--- src/rtl/sha3_pad_blk.sv ---
// sha3_pad_blk: packs a SHA3-256 message byte stream into 64-bit Keccak lanes,
// applies SHA3 domain padding over the 136-byte rate and appends the zero
// capacity lanes, emitting 25 lanes per message in perm_blk input order.
`timescale 1ns/1ps
module sha3_pad_blk #(
  parameter int         RATE_LANES = 17,
  parameter int         NUM_LANES  = 25,
  parameter logic [7:0] DSUFFIX    = 8'h06
) (
  input  logic        clk,
  input  logic        rst,
  input  logic        pushin,
  output logic        stopin,
  input  logic        firstin,
  input  logic        lastin,
  input  logic [7:0]  din,
  output logic        pushout,
  input  logic        stopout,
  output logic        firstout,
  output logic [63:0] dout,
  output logic        err
);

  localparam logic [4:0] LAST_RATE = 5'(RATE_LANES - 1);
  localparam logic [4:0] LANES_END = 5'(NUM_LANES);

  typedef enum logic [2:0] {IDLE, COLLECT, PAD, ZERO, DRAIN} state_t;

  state_t      state, state_nx;
  logic [2:0]  bc, bc_nx;
  logic [4:0]  lc, lc_nx;
  logic [63:0] acc, acc_nx;
  logic        sfx_done, sfx_nx;
  logic        ld;
  logic [63:0] ld_val;
  logic [63:0] pad_lane;
  logic        err_nx;
  logic        accept, out_free;

  assign accept   = pushin && !stopin;
  // Output register can take a new lane when empty or draining this cycle.
  assign out_free = !pushout || !stopout;

  // Padded version of the current lane: kept bytes below bc, suffix at bc
  // (only on the first pad lane), 0x80 folded into the last rate byte.
  always_comb begin
    pad_lane = 64'h0;
    for (int i = 0; i < 8; i++) begin
      if (3'(i) < bc)
        pad_lane[8*i +: 8] = acc[8*i +: 8];
      else if (3'(i) == bc && !sfx_done)
        pad_lane[8*i +: 8] = DSUFFIX;
    end
    if (lc == LAST_RATE)
      pad_lane[63:56] = pad_lane[63:56] ^ 8'h80;
  end

  // Next-state, counters, lane load request and input stall.
  always_comb begin
    state_nx = state;
    bc_nx    = bc;
    lc_nx    = lc;
    acc_nx   = acc;
    sfx_nx   = sfx_done;
    ld       = 1'b0;
    ld_val   = 64'h0;
    err_nx   = 1'b0;
    stopin   = 1'b0;
    case (state)
      IDLE: begin
        if (accept) begin
          if (firstin) begin
            acc_nx   = {56'h0, din};
            bc_nx    = 3'd1;
            lc_nx    = 5'd0;
            sfx_nx   = 1'b0;
            state_nx = lastin ? PAD : COLLECT;
          end else begin
            err_nx = 1'b1;
          end
        end
      end
      COLLECT: begin
        stopin = pushout && stopout;
        if (accept) begin
          err_nx = firstin;
          acc_nx[{bc, 3'b000} +: 8] = din;
          bc_nx = bc + 3'd1;
          if (bc == 3'd7) begin
            ld     = 1'b1;
            ld_val = {din, acc[55:0]};
            lc_nx  = lc + 5'd1;
          end
          // Last rate byte arriving as data means the message overran the block.
          if (lc == LAST_RATE && bc == 3'd7) begin
            err_nx   = 1'b1;
            state_nx = lastin ? IDLE : DRAIN;
          end else if (lastin) begin
            state_nx = PAD;
          end
        end
      end
      PAD: begin
        stopin = 1'b1;
        if (out_free) begin
          ld     = 1'b1;
          ld_val = pad_lane;
          lc_nx  = lc + 5'd1;
          bc_nx  = 3'd0;
          sfx_nx = 1'b1;
          if (lc == LAST_RATE)
            state_nx = ZERO;
        end
      end
      ZERO: begin
        stopin = 1'b1;
        if (lc == LANES_END) begin
          // Wait for the final capacity lane to leave before accepting input.
          if (out_free) begin
            state_nx = IDLE;
            lc_nx    = 5'd0;
          end
        end else if (out_free) begin
          ld    = 1'b1;
          lc_nx = lc + 5'd1;
        end
      end
      DRAIN: begin
        if (accept && lastin)
          state_nx = IDLE;
      end
      default: state_nx = IDLE;
    endcase
  end

  // State, counters, lane accumulator and error pulse.
  always_ff @(posedge clk or posedge rst) begin
    if (rst) begin
      state    <= IDLE;
      bc       <= 3'd0;
      lc       <= 5'd0;
      acc      <= 64'h0;
      sfx_done <= 1'b0;
      err      <= 1'b0;
    end else begin
      state    <= state_nx;
      bc       <= bc_nx;
      lc       <= lc_nx;
      acc      <= acc_nx;
      sfx_done <= sfx_nx;
      err      <= err_nx;
    end
  end

  // Output lane register; holds while downstream stalls.
  always_ff @(posedge clk or posedge rst) begin
    if (rst) begin
      pushout  <= 1'b0;
      firstout <= 1'b0;
      dout     <= 64'h0;
    end else if (out_free) begin
      pushout  <= ld;
      firstout <= ld && (lc == 5'd0);
      if (ld)
        dout <= ld_val;
    end
  end

endmodule
--- config.mk ---
export PLATFORM = sky130hd
export DESIGN_NAME = sha3_pad_blk
export DESIGN_NICKNAME = d
export VERILOG_FILES = /design/src/rtl/sha3_pad_blk.sv
export SDC_FILE = /design/constraint.sdc
export NUM_CORES = 1
export LEC_CHECK = 0
export CORE_MARGIN = 1
export CORE_UTILIZATION = 50
export DETAILED_ROUTE_END_ITERATION = 6
export PLACE_DENSITY_LB_ADDON = 0.3
export RECOVER_POWER = 100
export SLEW_MARGIN = 20
export SYNTH_ARGS = -nofsm -noshare
export SYNTH_HDL_FRONTEND = slang
export SYNTH_SLANG_ARGS = --single-unit
--- constraint.sdc ---
create_clock -name clk -period 4.4 [get_ports clk]
set_input_delay 0.66 -clock clk [delete_from_list [all_inputs] [get_ports clk]]
set_output_delay 0.66 -clock clk [all_outputs]
set_load 0.01 [all_outputs]
-- After elaboration in Yosys (flattened, before gate mapping)
Index checks and enable logic that the tools add are counted.
- memories: 0
- bits in writable memories: 0
- bits of input ports: 14
- word-level logic and storage cells: 145
- output and inout port bits: 68
- bits in read-only memories: 0
- bits in registers: 143
- latch bits: 0
- reductions and logical operators: 32
- add/sub/neg operators: 3
- equality and inequality tests: 25
- shifts and indexed selects: 2
- divide/modulo/power cells: 0
- order comparisons: 8
- multiplexer cells: 65
- bitwise gates (word level): 1
- $mul: 0
- operators with widths (kind ; number):
    $mux W64 ; 5
    $pmux W64 S2 ; 2
    $mux W8 ; 9
    $mux W3 ; 22
    $bwmux W64 ; 1
    $shift A8 B8 Y64 const A ; 1
    $shiftx A8 B8 Y64 ; 1
    $mux W5 ; 7
    $pmux W5 S4 ; 1
    $ne A2 B2 Y1 const B ; 9
    $pmux W3 S5 ; 1
    $logic_and A1 B1 Y1 ; 13
    $eq A3 B3 Y1 const A ; 4
    $lt A3 B3 Y1 const A ; 4
    $mux W1 ; 11
    $eq A5 B5 Y1 const B ; 2
    $pmux W3 S3 ; 1
    $reduce_and A9 Y1 ; 1
    $neg A6 Y8 ; 1
    $reduce_and A4 Y1 ; 2
    $eq A2 B3 Y1 const A ; 2
    $eq A3 B2 Y1 const B ; 2
    $eq A3 B3 Y1 const B ; 2
    $logic_not A3 Y1 ; 2
    21 further kinds ; 30

-- Longest topological paths before layout
Gate-level depths: netlist (run 1).
- word-level depth: 8
- mapped depth: 9
- gate-level depth less buffers: 7

-- Worst setup path before layout (run 1)
OpenSTA, ideal clock, no wires.
- path type: flip-flop to flip-flop
- from: reg bc[0]
- to: reg acc[24]
- period minus slack after synthesis: 2.280 ns
- data arrival time: 2.213 ns
- cell stages (with the launch flop): 8
- data required time: 4.333 ns
- path slack: 2.120 ns
- path buffers: 0
- library setup time: 0.067 ns
- cell sequence: dfrtp_1 -> inv_1 -> ha_1 -> ha_1 -> o31a_1 -> nand4_1 -> nor4_2 -> a22o_1
- longest elaborated chain between the ends: 5
- elaborated cells between the ends (all ways): 6
- ends and longest elaborated chain (what ; line ; text):
    from (decl) ; 30 ; logic [2:0] bc, bc_nx;
    from (signal assigned) ; 147 ; bc <= bc_nx;
    $neg A6 Y8 (*) ; 87 ; acc_nx[{bc, 3'b000} +: 8] = din;
    $shiftx A8 B8 Y64 or $shift A8 B8 Y64 (tied branches) ; 87 ;
    $bwmux W64 (*) ; 87 ;
    $mux W64 (*) ; 85 ; if (accept) begin
    $pmux W64 S2 (*) ; 69 ; case (state)
    to (signal assigned) ; 149 ; acc <= acc_nx;
    to (decl) ; 32 ; logic [63:0] acc, acc_nx;
Mark *: on every way between the ends. The rest lies on a longest branch, timed or not. The select of a mux whose other input is x is not followed.
A chain may end at the register's enable or synchronous reset.

-- Final worst setup path (run 1)
- from: in pushin
- to: reg acc[7]
- longest elaborated chain between the ends: 3
- elaborated cells between the ends (all ways): 4
- ends and longest elaborated chain (what ; line ; text):
    from (decl) ; 12 ; input logic pushin,
    $logic_and A1 B1 Y1 (*) ; 40 ; assign accept = pushin && !stopin;
    $ne A2 B2 Y1 (no source line) ; n/a ;
    $reduce_and A4 Y1 (no source line) (*) ; n/a ;
Mark *: on every way between the ends. The rest lies on a longest branch, timed or not.

==> summary by stage, run 1 <==
Synthesis
The synthesis warning total is 0. The synthesized netlist occupies a cell area of 6152 um^2. The share of the yosys chip area belonging to registers is 54.91%.

The count of flip-flops with a built-in enable after synthesis is 0. The synthesized design contains 135 register bits. In this run, distinct cell masters in the synthesized netlist total 71. The synthesized area per cell is 11.03 um^2. The number of nets in the synthesized netlist is 582. For this run, asynchronously set or reset flops after synthesis account for 100.0%. The commonest register cell after synthesis is sky130_fd_sc_hd__dfrtp_1. The synthesized instance count is 558.

Outcome
The flow ran to the end, but the final reports show violations. The checks that failed: capacitance limit, slew limit.

Clock tree
The maximum level of the CTS H-tree is 4. The post-CTS setup buffer count is 0. After clock tree synthesis, the repair step resized 0 gates. In this run, CTS created clock tree buffers numbering 17. Clock tree synthesis found a total of 135 sinks. The longest clock path from root to sink contains 2 buffers. For this design, the CTS-stage hold fixing added 0 buffers. The buffer type at the clock tree root is sky130_fd_sc_hd__clkbuf_16. TritonCTS built the clock tree.

The clock latency on the worst-skew pair is 430 ps. Clock-pin slew was measured on the worst setup and hold paths at 60 ps.

Route
The number of DRC markers after the initial detailed-route iteration is 513. The total routed wirelength is 15760 um. The count of nets left with antenna violations once routing finished came out at 0.

In the final routed layout, each cell accounts on average for 20.02 um. Using the TritonRoute via totals, the vias-per-cell ratio works out to 6.146. In the routed design, unresolved DRC markers number 0. The number of vias after detailed routing is 4837.

Before antenna repair, the detailed router went through 5 iterations.

Timing
Setup violations remaining at the end of the flow were counted as 0. Setup repair after global routing left no endpoint under its margin. Dividing the final minimum period by the clock period gives 82.46%. The max-slew violation count is 9. Headroom to the max-slew limit came out at -9.770%. Across all setup checks in the final design, the least slack found is 771.7 ps. The setup TNS after final layout is 0 ps. For the pin with the worst max-slew slack, the measured transition is 1632 ps. The number of endpoints with negative hold slack in the final report is 0. Based on the critical path, the design can be clocked at up to 0.2756 GHz.

The largest clock skew in the final design is 6.782 ps. The routed design could run at a clock period as short as 3628 ps.

Cells and area
Leaving out fill and tap cells, the most frequent cells in the layout are sky130_fd_sc_hd__dfrtp_1 (135), sky130_fd_sc_hd__nand2_1 (83), sky130_fd_sc_hd__dlygate4sd3_1 (71), sky130_fd_sc_hd__a22o_1 (60), sky130_fd_sc_hd__o21ai_0 (48). Summing all multi-input logic gate instances after layout gives 2490 um^2. The number of fill cells is 955.

The final standard cell utilization of the core is 63.59%. In the final design database the tool counted 651 nets. The area growth from synthesis to layout is 24.16%. The library cell used most frequently in the layout, excluding fill and tap cells, is sky130_fd_sc_hd__dfrtp_1. The share of cells above drive strength 1 is 9.219%. The number of inserted diodes is 0.

Registers take 3378 um^2.

Critical path
The startpoint type of the worst setup path is an input pin. Data on the critical path is required at its endpoint by 4710 ps. The maximum net fanout on the critical path is 11. The beginning of the worst register-to-register path is bc[0]$_DFFE_PP0P_.

The most critical setup path has its endpoint at acc[7]$_DFFE_PP0P_. The worst register-to-register path ends at acc[7]$_DFFE_PP0P_. The highest cell delay on the worst timing path is 1290 ps. For the worst flop-to-flop path, the logic depth is 7. The family of cells with the greatest summed delay on the critical path is compound AO/OA/AOI/OAI gates. Together, buffers and inverters on the worst path number 1. The endpoint kind of the worst setup timing path is a flop. The logic depth of the worst path, buffers included is 5. The signal on the critical path passes through dlygate4sd3_1 -> nor3b_1 -> and3_1 -> a21boi_0 -> mux2_4. The slowest stage of the critical path is the sky130_fd_sc_hd__a21boi_0 cell. The beginning of the critical path is pushin. The critical path is of the input pin to flop type. For flop-to-flop paths, the worst setup slack is 870 ps.

The arrival time reported for the critical path endpoint is 3930 ps.

Floorplan
The initialized floorplan defines 40 standard-cell rows. The die is 112.9 um tall. The overall die area is 12750 um^2.

The initial utilization of the core area, before any placement, comes to 51.22%. 82 I/O pins were placed. From left edge to right edge, the die measures 112.9 um.

The area of the core is 12010 um^2.

Power
The power share of the sequential group is 36.2%. The share of total power dissipated in combinational logic is 28.9%. For this design the static power due to leakage is 3.557 nW. In this run the power density over the cells is 581.6 nW/um^2. The share of total power dissipated in the clock network is 34.9%. The internal portion of the total power is 0.002891 W.

The net switching power is 0.001551 W. The peak ir drop on the vdd network is 0.0003618 V. Of the total power, the share spent switching nets is 34.92%.

Placed design
The minimum setup slack after placement is 1261 ps. The placer's final routability congestion estimate is 0.9032. Summed over all nets, the half-perimeter wirelength after detailed placement is 10840 um. The number of port buffers is 81.

GRT
The total global routing track utilization is 26.62%. The initial antenna violation count is 0. Global routing finished with a remaining overflow of 0. The pin count of the biggest net entering global routing is 85. The first global-routing pass estimated 25740 um of wire. The number of global-route vias before repair came to 4905.

Min path
The origin of the worst min-delay path is dout[25]$_DFFE_PP0P_. The worst hold path class is flop to flop.

Run
The count of max-cap constraint violations is 1.
## flip-flops by register name, summed over array words and instances (netlist names)
register  cells
dout         64
acc          56
lc            5
bc            3
state         3
err           1
firstout      1
pushout       1
sfx_done      1
## power groups by stage
stage | Combinational (W) | Sequential [W] | Clock (W)
CTS | 0.00132 | 0.00160 | 0.00156
finish | 0.00128 | 0.00161 | 0.00155
global route | 0.00140 | 0.00163 | 0.00162
detailed placement | 0.00132 | 0.00162 | 0
global placement | 0.00129 | 0.00162 | 0
floorplan | 0.00103 | 0.00153 | 0
## per-stage QoR
step | std cells | area [um^2] | power, W | hold slack, ps
3_3_place_gp | 755 | 7041 | 0.002910 | 467.1
4_1_cts | 787 | 7691 | 0.004492 | 486.6
3_5_place_dp | 755 | 7041 | 0.002939 | 472.1
6_report | 787 | 7639 | 0.004443 | 475.2
5_1_grt | 787 | 7639 | 0.004658 | 501.7
2_1_floorplan | 558 | 6152 | 0.002561 | 449.7
## area by class of cell
cell class                      instances  area share [%]
Multi-Input combinational cell        365           32.60
Sequential cell                       135           44.23
Tap cell                              147           2.408
Clock buffer                           22           6.339
Inverter                               19          0.9992
Clock inverter                         10           2.179
Timing Repair Buffer                   89           11.25
## kinds of logic after synthesis
group	Yosys count	synth area share, %
AO/OA/AOI/OAI	198	24.51
AND/OR/NAND/NOR	147	12.32
flip-flops	135	54.91
multiplexers	10	2.298
adder cells (fa/ha/maj)	10	2.034
buffers and inverters	58	3.925
## metal layers
metal / up-vias / track usage (%) / part of all wire, %
met4: 0 / 10.09 / 2.0
met2: 164 / 43.17 / 49
met5: - / 0 / 0
met3: 29 / 6.749 / 5.3
met1: 2430 / 34.67 / 44
li1: 2214 / - / -
## worst min-delay path by stage
stage	end	slack, ps	cells after the start
6_report	dout[25]$_DFFE_PP0P_	480	2
5_1_grt	acc[11]$_DFFE_PP0P_	500	2
4_1_cts	dout[30]$_DFFE_PP0P_	490	2
3_5_place_dp	acc[13]$_DFFE_PP0P_	470	2
3_3_place_gp	dout[30]$_DFFE_PP0P_	470	2
2_1_floorplan	acc[11]$_DFFE_PP0P_	450	2
## synthesized netlist by cell type, types with 3 or more instances
cell type / n / area (um^2)
sky130_fd_sc_hd__a211o_1: 3 / 26.28
sky130_fd_sc_hd__a211oi_1: 4 / 30.03
sky130_fd_sc_hd__a21oi_1: 17 / 85.08
sky130_fd_sc_hd__a22o_1: 60 / 525.5
sky130_fd_sc_hd__a22oi_1: 5 / 37.54
sky130_fd_sc_hd__a31oi_1: 7 / 43.79
sky130_fd_sc_hd__a32o_1: 6 / 60.06
sky130_fd_sc_hd__and2_1: 4 / 25.02
sky130_fd_sc_hd__and3_1: 3 / 18.77
sky130_fd_sc_hd__buf_1: 9 / 33.78
sky130_fd_sc_hd__buf_2: 16 / 80.08
sky130_fd_sc_hd__clkbuf_1: 13 / 48.80
sky130_fd_sc_hd__dfrtp_1: 135 / 3378
sky130_fd_sc_hd__ha_1: 10 / 125.1
sky130_fd_sc_hd__inv_1: 19 / 71.32
sky130_fd_sc_hd__mux2_4: 8 / 120.1
sky130_fd_sc_hd__nand2_1: 83 / 311.6
sky130_fd_sc_hd__nand3_1: 5 / 25.02
sky130_fd_sc_hd__nor2_1: 12 / 45.04
sky130_fd_sc_hd__nor3_1: 7 / 35.03
sky130_fd_sc_hd__nor3b_1: 5 / 37.54
sky130_fd_sc_hd__o211ai_1: 4 / 30.03
sky130_fd_sc_hd__o21ai_0: 45 / 225.2
sky130_fd_sc_hd__o21ai_1: 5 / 25.02
sky130_fd_sc_hd__o22ai_1: 3 / 18.77
sky130_fd_sc_hd__o31ai_1: 7 / 52.55
sky130_fd_sc_hd__o32ai_1: 3 / 26.28
sky130_fd_sc_hd__o32ai_2: 4 / 65.06
## tightest hold or removal path, cell delays in order, from the launching register on
cell and delay (ps):
sky130_fd_sc_hd__dfrtp_1 340, sky130_fd_sc_hd__nand2_1 40, sky130_fd_sc_hd__o21ai_0 60
Power figures use the tool's default switching activity.
==> run 2: changes to the inputs <==
Clock period 4.4 ns to 2.9 ns, I/O delays scaled along.
==> summary by stage, run 2 (synthesis results as in run 1) <==
Timing
Setup repair after global routing left no endpoint under its margin. The transition at the pin with the smallest max-transition slack is 1814 ps (+181.8 ps). The number of endpoints with negative hold slack in the final report is 0 (unchanged). The number of setup violations in the final report was 0 (unchanged). The final worst-path cycle share is 94.44%. The largest clock skew in the final design is 10.68 ps (+3.897 ps). The final critical-path required period is 2739 ps. The setup TNS after final layout is 0 ps (unchanged). The upper clock frequency limit is 0.3651 GHz. The tightest slew margin relative to the limit came to -20.91% (-11 points). The max-slew violation count is 136 (+127).

Clock tree
The number of buffers inserted during clock tree synthesis came to 17 (unchanged). The clock latency on the worst-skew pair is 430 ps (about the same). The sink count of the clock tree is 135 (unchanged).

The number of gates resized after cts is 0 (unchanged). The post-cts hold buffer count is 0 (unchanged). The TritonCTS clock tree is yes. The post-CTS setup buffer count is 0 (unchanged). The clock input transition at the sequential cells of the worst setup and hold paths is 60 ps (about the same). The buffer type at the clock tree root is sky130_fd_sc_hd__clkbuf_16. The maximum level of the CTS H-tree is 4 (unchanged). The buffer depth of the longest clock path is 2 (unchanged).

Run
The count of max-cap constraint violations is 1 (unchanged).

Route
The length of the first detailed-routing pass in iterations was 5 (unchanged). The via-per-instance ratio is 6.112 (-0.56%). The number of DRC markers after the initial detailed-route iteration was 435 (-15%).

The number of remaining DRC errors is 0 (unchanged). The number of vias after detailed routing came to 4920 (+1.7%). The count of antenna-violating nets left after detailed routing is 0 (unchanged). The average wire per standard cell is 19.41 um (-3.1%).

The total routed wirelength was 15620 um (-0.86%).

Placed design
The cell count after placement is 773 (+2.4%). The placer's final routability congestion estimate is 0.9071 (+0.43%). The number of port buffers is 81 (unchanged). The half-perimeter wire length after placement is 10590 um (-2.3%).

Outcome
The checks that failed: capacitance limit, slew limit. The flow ran to the end, but the final reports show violations.

Power
The net switching power is 0.002436 W (+57%). The cell area power density is 869.0 nW/um^2 (+49%). The clock group share of total power was 32.8% (-2.1 points).

The total power is 0.006698 W (+51%). The combinational share of power is 32.2% (+3.3 points). The leakage dissipation is 3.583 nW (+0.73%). The peak ir drop on the vdd network is 0.0005749 V (+59%). The design internal power is 0.004262 W (+47%). The switching part of the total power is 36.37% (+1.4 points).

The power share of the sequential group came to 35.0% (-1.2 points).

GRT
The number of global-route vias before repair came to 4818 (-1.8%). The pin count of the biggest net entering global routing is 136 (+60%). The first-pass GRT wire length was 25610 um (-0.51%). The total global routing track utilization is 26.32% (-0.30 points). The total grt overflow is 0 (unchanged). The initial antenna violation count was 0 (unchanged).

Critical path
The critical-path cell with the highest stage delay is sky130_fd_sc_hd__a2111o_2. The maximum net fanout on the critical path came to 58 (+47). The highest cell delay on the worst timing path was 700 ps (-590 ps). STA classifies the critical path startpoint as a flop. The worst endpoint required time is 3190 ps (-1520 ps). The signal on the critical path passes through ha_1 -> ha_1 -> a31oi_1 -> a2111o_2 -> buf_4 -> nand2_1 -> o21ai_0. By startpoint and endpoint, the worst setup path is classified as flop to flop.

The cell repeated most along the worst path is sky130_fd_sc_hd__ha_1. The endpoint kind of the worst setup timing path is a flop. The arrival time reported for the critical path endpoint is 3030 ps (-900 ps).

Cells and area
The number of inserted diodes came to 0 (unchanged). The final instance count without filler cells was 805 (+2.3%). The library cell used most frequently in the layout, excluding fill and tap cells, is sky130_fd_sc_hd__dfrtp_1. The share of cells above drive strength 1 was 10.79% (+1.6 points). The number of fill cells was 1019 (+6.7%). Compared with the post-synthesis result, the final layout area differs by 25.28%. The number of flip-flops in the largest register is 64 (unchanged).

The number of nets in the layout is 669 (+2.8%). The register with the most flip-flops in the final layout is dout. The largest registers in the layout are dout x64, acc x56, lc x5. The final standard cell utilization of the core is 64.17% (+0.57 points). In the layout the commonest cells are sky130_fd_sc_hd__dfrtp_1 (135), sky130_fd_sc_hd__nand2_1 (83), sky130_fd_sc_hd__dlygate4sd3_1 (69), sky130_fd_sc_hd__a22o_1 (60), sky130_fd_sc_hd__o21ai_0 (46).

Floorplan
The I/O pin total is 82 (unchanged). The number of rows created at floorplan is 40 (unchanged). The area of the core is 12010 um^2 (unchanged).

The overall die area was 12750 um^2 (unchanged). The initial core utilization is 51.22% (unchanged). The height of the die is 112.9 um (unchanged). The x dimension of the die came to 112.9 um (unchanged).

Min path
The worst hold path belongs to the class flop to flop.
==> run 2: final timing paths <==
path | start | endpoint | slack, ps | depth (start not counted)
max | bc[0]$_DFFE_PP0P_ | dout[57]$_DFFE_PP0P_ | 160 | 7
min | dout[42]$_DFFE_PP0P_ | dout[42]$_DFFE_PP0P_ | 470 | 2
max reg2reg | bc[0]$_DFFE_PP0P_ | dout[57]$_DFFE_PP0P_ | 160 | 7
min reg2reg | dout[42]$_DFFE_PP0P_ | dout[42]$_DFFE_PP0P_ | 470 | 2
max in group asynchronous | rst | dout[42]$_DFFE_PP0P_ | 610 | 3
min in group asynchronous | rst | dout[35]$_DFFE_PP0P_ | 1120 | 3
==> run 2: layout make-up <==
type	count	area, um^2	area share (%)
clock buffers	18	429.2	5.568
flip-flops and latches	135	3378	43.83
well taps	147	183.9	2.386
clock inverters	14	172.7	2.240
inverters	19	75.07	0.9740
repair buffers	107	984.7	12.78
multi-input cells	365	2484	32.22
==> run 2: power by group through the flow <==
stage | logic [W] | registers (W) | clock network (W)
after CTS | 0.00227 | 0.00234 | 0.00222
after floorplan | 0.00156 | 0.00233 | 0
after global placement | 0.00220 | 0.00236 | 0
final | 0.00216 | 0.00234 | 0.00220
after detailed placement | 0.00225 | 0.00237 | 0
after global routing | 0.00235 | 0.00237 | 0.00231
==> run 2: through the flow <==
stage / hold WS [ps] / cell area [um^2] / setup slack (ps)
after detailed placement: 469.1 / 7189 / 178.0
after CTS: 481.5 / 7791 / 170.2
after global placement: 462.9 / 7189 / 252.3
after global routing: 492.1 / 7707 / 2.419
final: 467.8 / 7707 / 161.3
after floorplan: 449.7 / 6156 / 620.3
==> run 2: routing by layer <==
metal / track usage (%) / wire length [um] / up-vias
met4: 11.14 / 331 / 0
li1: - / - / 2256
met2: 41.19 / 7561 / 167
met1: 35.62 / 7022 / 2469
met3: 5.892 / 705 / 28
met5: 0 / 0 / -
==> run 2: critical path, delay by kind of cell (launching register included) <==
| kind | cells | cell delay [ps] |
|---|---|---|
| buffers and inverters | 1 | 380 |
| DFF | 1 | 520 |
| adders and majority gates | 2 | 600 |
| AOI/OAI and AO/OA | 3 | 930 |
| and+or+nand+nor | 1 | 150 |
==> run 3: changes to the inputs <==
Clock period 2.9 ns to 3.5 ns, I/O delays scaled along.
==> summary by stage, run 3 (synthesis results as in run 1) <==
Outcome
The flow ran to the end, and the final reports show no timing, DRC or antenna violations.

Critical path
The startpoint type of the worst setup path is a flop. The highest cell delay on the worst timing path is 880 ps (+180 ps). STA classifies the critical path endpoint as a flop. The worst register-to-register path ends at acc[42]$_DFFE_PP0P_. The worst setup slack for register-to-register paths was 360 ps (+200 ps).

The worst path buffer plus inverter count is 0 (-1). For this design, the slowest cell found on the critical path is sky130_fd_sc_hd__a21boi_0. The maximum net fanout on the critical path was 23 (-60%). The family of cells with the greatest summed delay on the critical path is simple AND/OR/NAND/NOR gates. The arrival time reported for the critical path endpoint was 3490 ps (+460 ps). The critical path is of the flop to flop type. The beginning of the worst register-to-register path is state[1]$_DFFE_PP0P_. The number of cells on the worst reg-to-reg path came to 4 (-3).

The signal on the critical path passes through or3b_1 -> nor3_1 -> a21boi_0 -> a32o_1. The worst endpoint required time was 3860 ps (+670 ps).

Cells and area
More flip-flops sit in one register than any other, and that register is dout. The share of cells above drive strength 1 is 10.34% (-0.45 points). The register area is 3378 um^2 (unchanged). The number of nets in the layout came to 659 (-1.5%). The number of flip-flops in the largest register is 64 (unchanged). The number of fill cells came to 957 (-6.1%). The most common cell after layout, fill and taps aside is sky130_fd_sc_hd__dfrtp_1.

In the final layout, the registers with the most flip-flops are dout x64, acc x56, lc x5. The final instance count without filler cells is 795 (-1.2%). The library cells used most frequently in the layout, excluding fill and tap cells, are sky130_fd_sc_hd__dfrtp_1 (135), sky130_fd_sc_hd__nand2_1 (83), sky130_fd_sc_hd__dlygate4sd3_1 (70), sky130_fd_sc_hd__a22o_1 (60), sky130_fd_sc_hd__o21ai_0 (46). The multi-input gate area in the final layout was 2489 um^2 (+0.20%).

From synthesis to final layout, the design area changed by 24.73%. The number of inserted diodes is 0 (unchanged).

Timing
Setup repair after global routing left no endpoint under its margin. The upper clock frequency limit came to 0.3190 GHz (-13%). The max-slew violation count came to 0 (-100%). The transition at the pin with the smallest max-transition slack is 1363 ps (-450.2 ps).

The number of setup violations in the final report is 0 (unchanged). The final worst-path cycle share is 89.57% (-4.9 points). The smallest hold slack is 470.8 ps (+3.043 ps). The tightest slew margin relative to the limit came to 8.602% (+30 points). The number of endpoints with negative hold slack in the final report is 0 (unchanged). The largest clock skew in the final design is 8.473 ps (-2.206 ps).

The setup TNS after final layout is 0 ps (unchanged). The final critical-path required period is 3135 ps (+396.4 ps).

GRT
The total global routing track utilization came to 26.40% (+0.078 points). The pin count of the biggest net entering global routing is 59 (-57%). The first-pass GRT wire length came to 25270 um (-1.3%).

The total grt overflow is 0 (unchanged). The initial antenna violation count is 0 (unchanged). The number of global-route vias before repair is 4818 (unchanged).

Route
The wire length on met2 is 7264 um (-3.9%). The length of routed wiring on met1 is 6969 um (-0.75%). The average wire per standard cell came to 19.59 um (+0.93%). The length of the first detailed-routing pass in iterations was 7 (+2). The number of vias after detailed routing is 4852 (-1.4%). The detailed router used layers up to and including met4. The total routed wirelength is 15570 um (-0.33%). The via-per-instance ratio was 6.103 (-0.14%). The wire length on met3 is 717 um (+1.7%). The number of DRC markers after the initial detailed-route iteration is 308 (-29%). The count of antenna-violating nets left after detailed routing is 0 (unchanged). The number of remaining DRC errors is 0 (unchanged).

Power
The power share of the sequential group is 35.9% (+0.9 points). The combinational share of power is 30.0% (-2.2 points). The switching part of the total power came to 35.56% (-0.81 points). The peak ir drop on the vdd network is 0.0005249 V (-8.7%).

The total power is 0.005542 W (-17%). The net switching power is 0.001971 W (-19%). The cell area power density is 722.2 nW/um^2 (-17%).

The clock group share of total power is 34.1% (+1.3 points). The leakage dissipation is 3.579 nW (about the same). The design internal power is 0.003572 W (-16%).

Floorplan
The overall die area was 12750 um^2 (unchanged). The x dimension of the die was 112.9 um (unchanged). The initial core utilization is 51.22% (unchanged). The area of the core was 12010 um^2 (unchanged). The I/O pin total is 82 (unchanged).

The number of rows created at floorplan came to 40 (unchanged). The height of the die was 112.9 um (unchanged).

Min path
The startpoint identified for the worst hold timing path is dout[33]$_DFFE_PP0P_. The number of cells traversed by the worst hold path is 2 (unchanged). The worst hold path class is flop to flop. The path with the worst hold slack has its endpoint at dout[33]$_DFFE_PP0P_.

Placed design
The placer's final routability congestion estimate is 0.8992 (-0.87%). The cell count after placement is 763 (-1.3%). The number of port buffers is 81 (unchanged). The half-perimeter wire length after placement came to 11210 um (+5.8%).

Clock tree
The TritonCTS clock tree is yes. The clock input transition at the sequential cells of the worst setup and hold paths is 60 ps (about the same). The buffer depth of the longest clock path is 2 (unchanged).

The number of buffers inserted during clock tree synthesis came to 17 (unchanged). The post-CTS setup buffer count is 0 (unchanged). The post-cts hold buffer count came to 0 (unchanged). The clock latency on the worst-skew pair is 430 ps (about the same).

The buffer type at the clock tree root is sky130_fd_sc_hd__clkbuf_16. The sink count of the clock tree was 135 (unchanged). The number of gates resized after cts came to 0 (unchanged).

The maximum level of the CTS H-tree is 4 (unchanged).

Run
The count of max-cap constraint violations came to 0 (-1).
==> run 3: changes by cell type in the layout (fill, tap and decap cells not counted), moves of 2 or more <==
cell,delta
sky130_fd_sc_hd__clkbuf_1,-2
sky130_fd_sc_hd__mux2_4,+5
sky130_fd_sc_hd__clkinv_2,+2
sky130_fd_sc_hd__buf_4,-10
sky130_fd_sc_hd__clkinvlp_4,-4
sky130_fd_sc_hd__mux2_1,-6
==> run 3: tightest hold or removal path, delay by kind of cell, from the launching register on <==
family / cells / cell delay, ps
flops: 1 / 330
simple gates: 1 / 50
compound gates: 1 / 50
==> run 3: routing by layer <==
layer	vias up	global-route usage, %
li1	2234	-
met1	2397	35.52
met2	178	39.30
met3	43	6.320
met4	0	15.35
met5	-	0
==> run 3: metrics by stage <==
stage          instance area [um^2]  worst slack, ps  utilization (%)
2_1_floorplan                  6156             1220                -
3_3_place_gp                   7127            583.1            59.33
3_5_place_dp                   7127            508.5            59.33
4_1_cts                        7754            628.5            64.55
5_1_grt                        7674            252.8            63.89
6_report                       7674            365.0            63.89
==> run 3: how the worst max path moves through the flow <==
stage / cells past startpoint / end / from / slack [ps]
3_5_place_dp: 5 / acc[3]$_DFFE_PP0P_ / pushin / 510
4_1_cts: 7 / dout[24]$_DFFE_PP0P_ / bc[1]$_DFFE_PP0P_ / 630
6_report: 4 / acc[42]$_DFFE_PP0P_ / state[1]$_DFFE_PP0P_ / 360
5_1_grt: 4 / acc[44]$_DFFE_PP0P_ / state[1]$_DFFE_PP0P_ / 250
2_1_floorplan: 7 / acc[24]$_DFFE_PP0P_ / bc[0]$_DFFE_PP0P_ / 1220
3_3_place_gp: 5 / acc[5]$_DFFE_PP0P_ / pushin / 580
==> run 3: power groups by stage <==
| stage | combinational (W) | clock (W) | sequential [W] |
|---|---|---|---|
| 5_1_grt | 0.00183 | 0.00200 | 0.00202 |
| 4_1_cts | 0.00174 | 0.00192 | 0.00198 |
| 2_1_floorplan | 0.00129 | 0 | 0.00193 |
| 6_report | 0.00166 | 0.00189 | 0.00199 |
| 3_3_place_gp | 0.00170 | 0 | 0.00199 |
| 3_5_place_dp | 0.00173 | 0 | 0.00201 |
==> run 3: cell type report <==
cell class,instances,share of cell area [%]
sequential,135,44.02
clock buffer,17,5.544
inverter,19,0.9457
timing repair buffer,97,12.03
clock inverter,15,2.625
tap,147,2.397
multi-input combinational,365,32.43
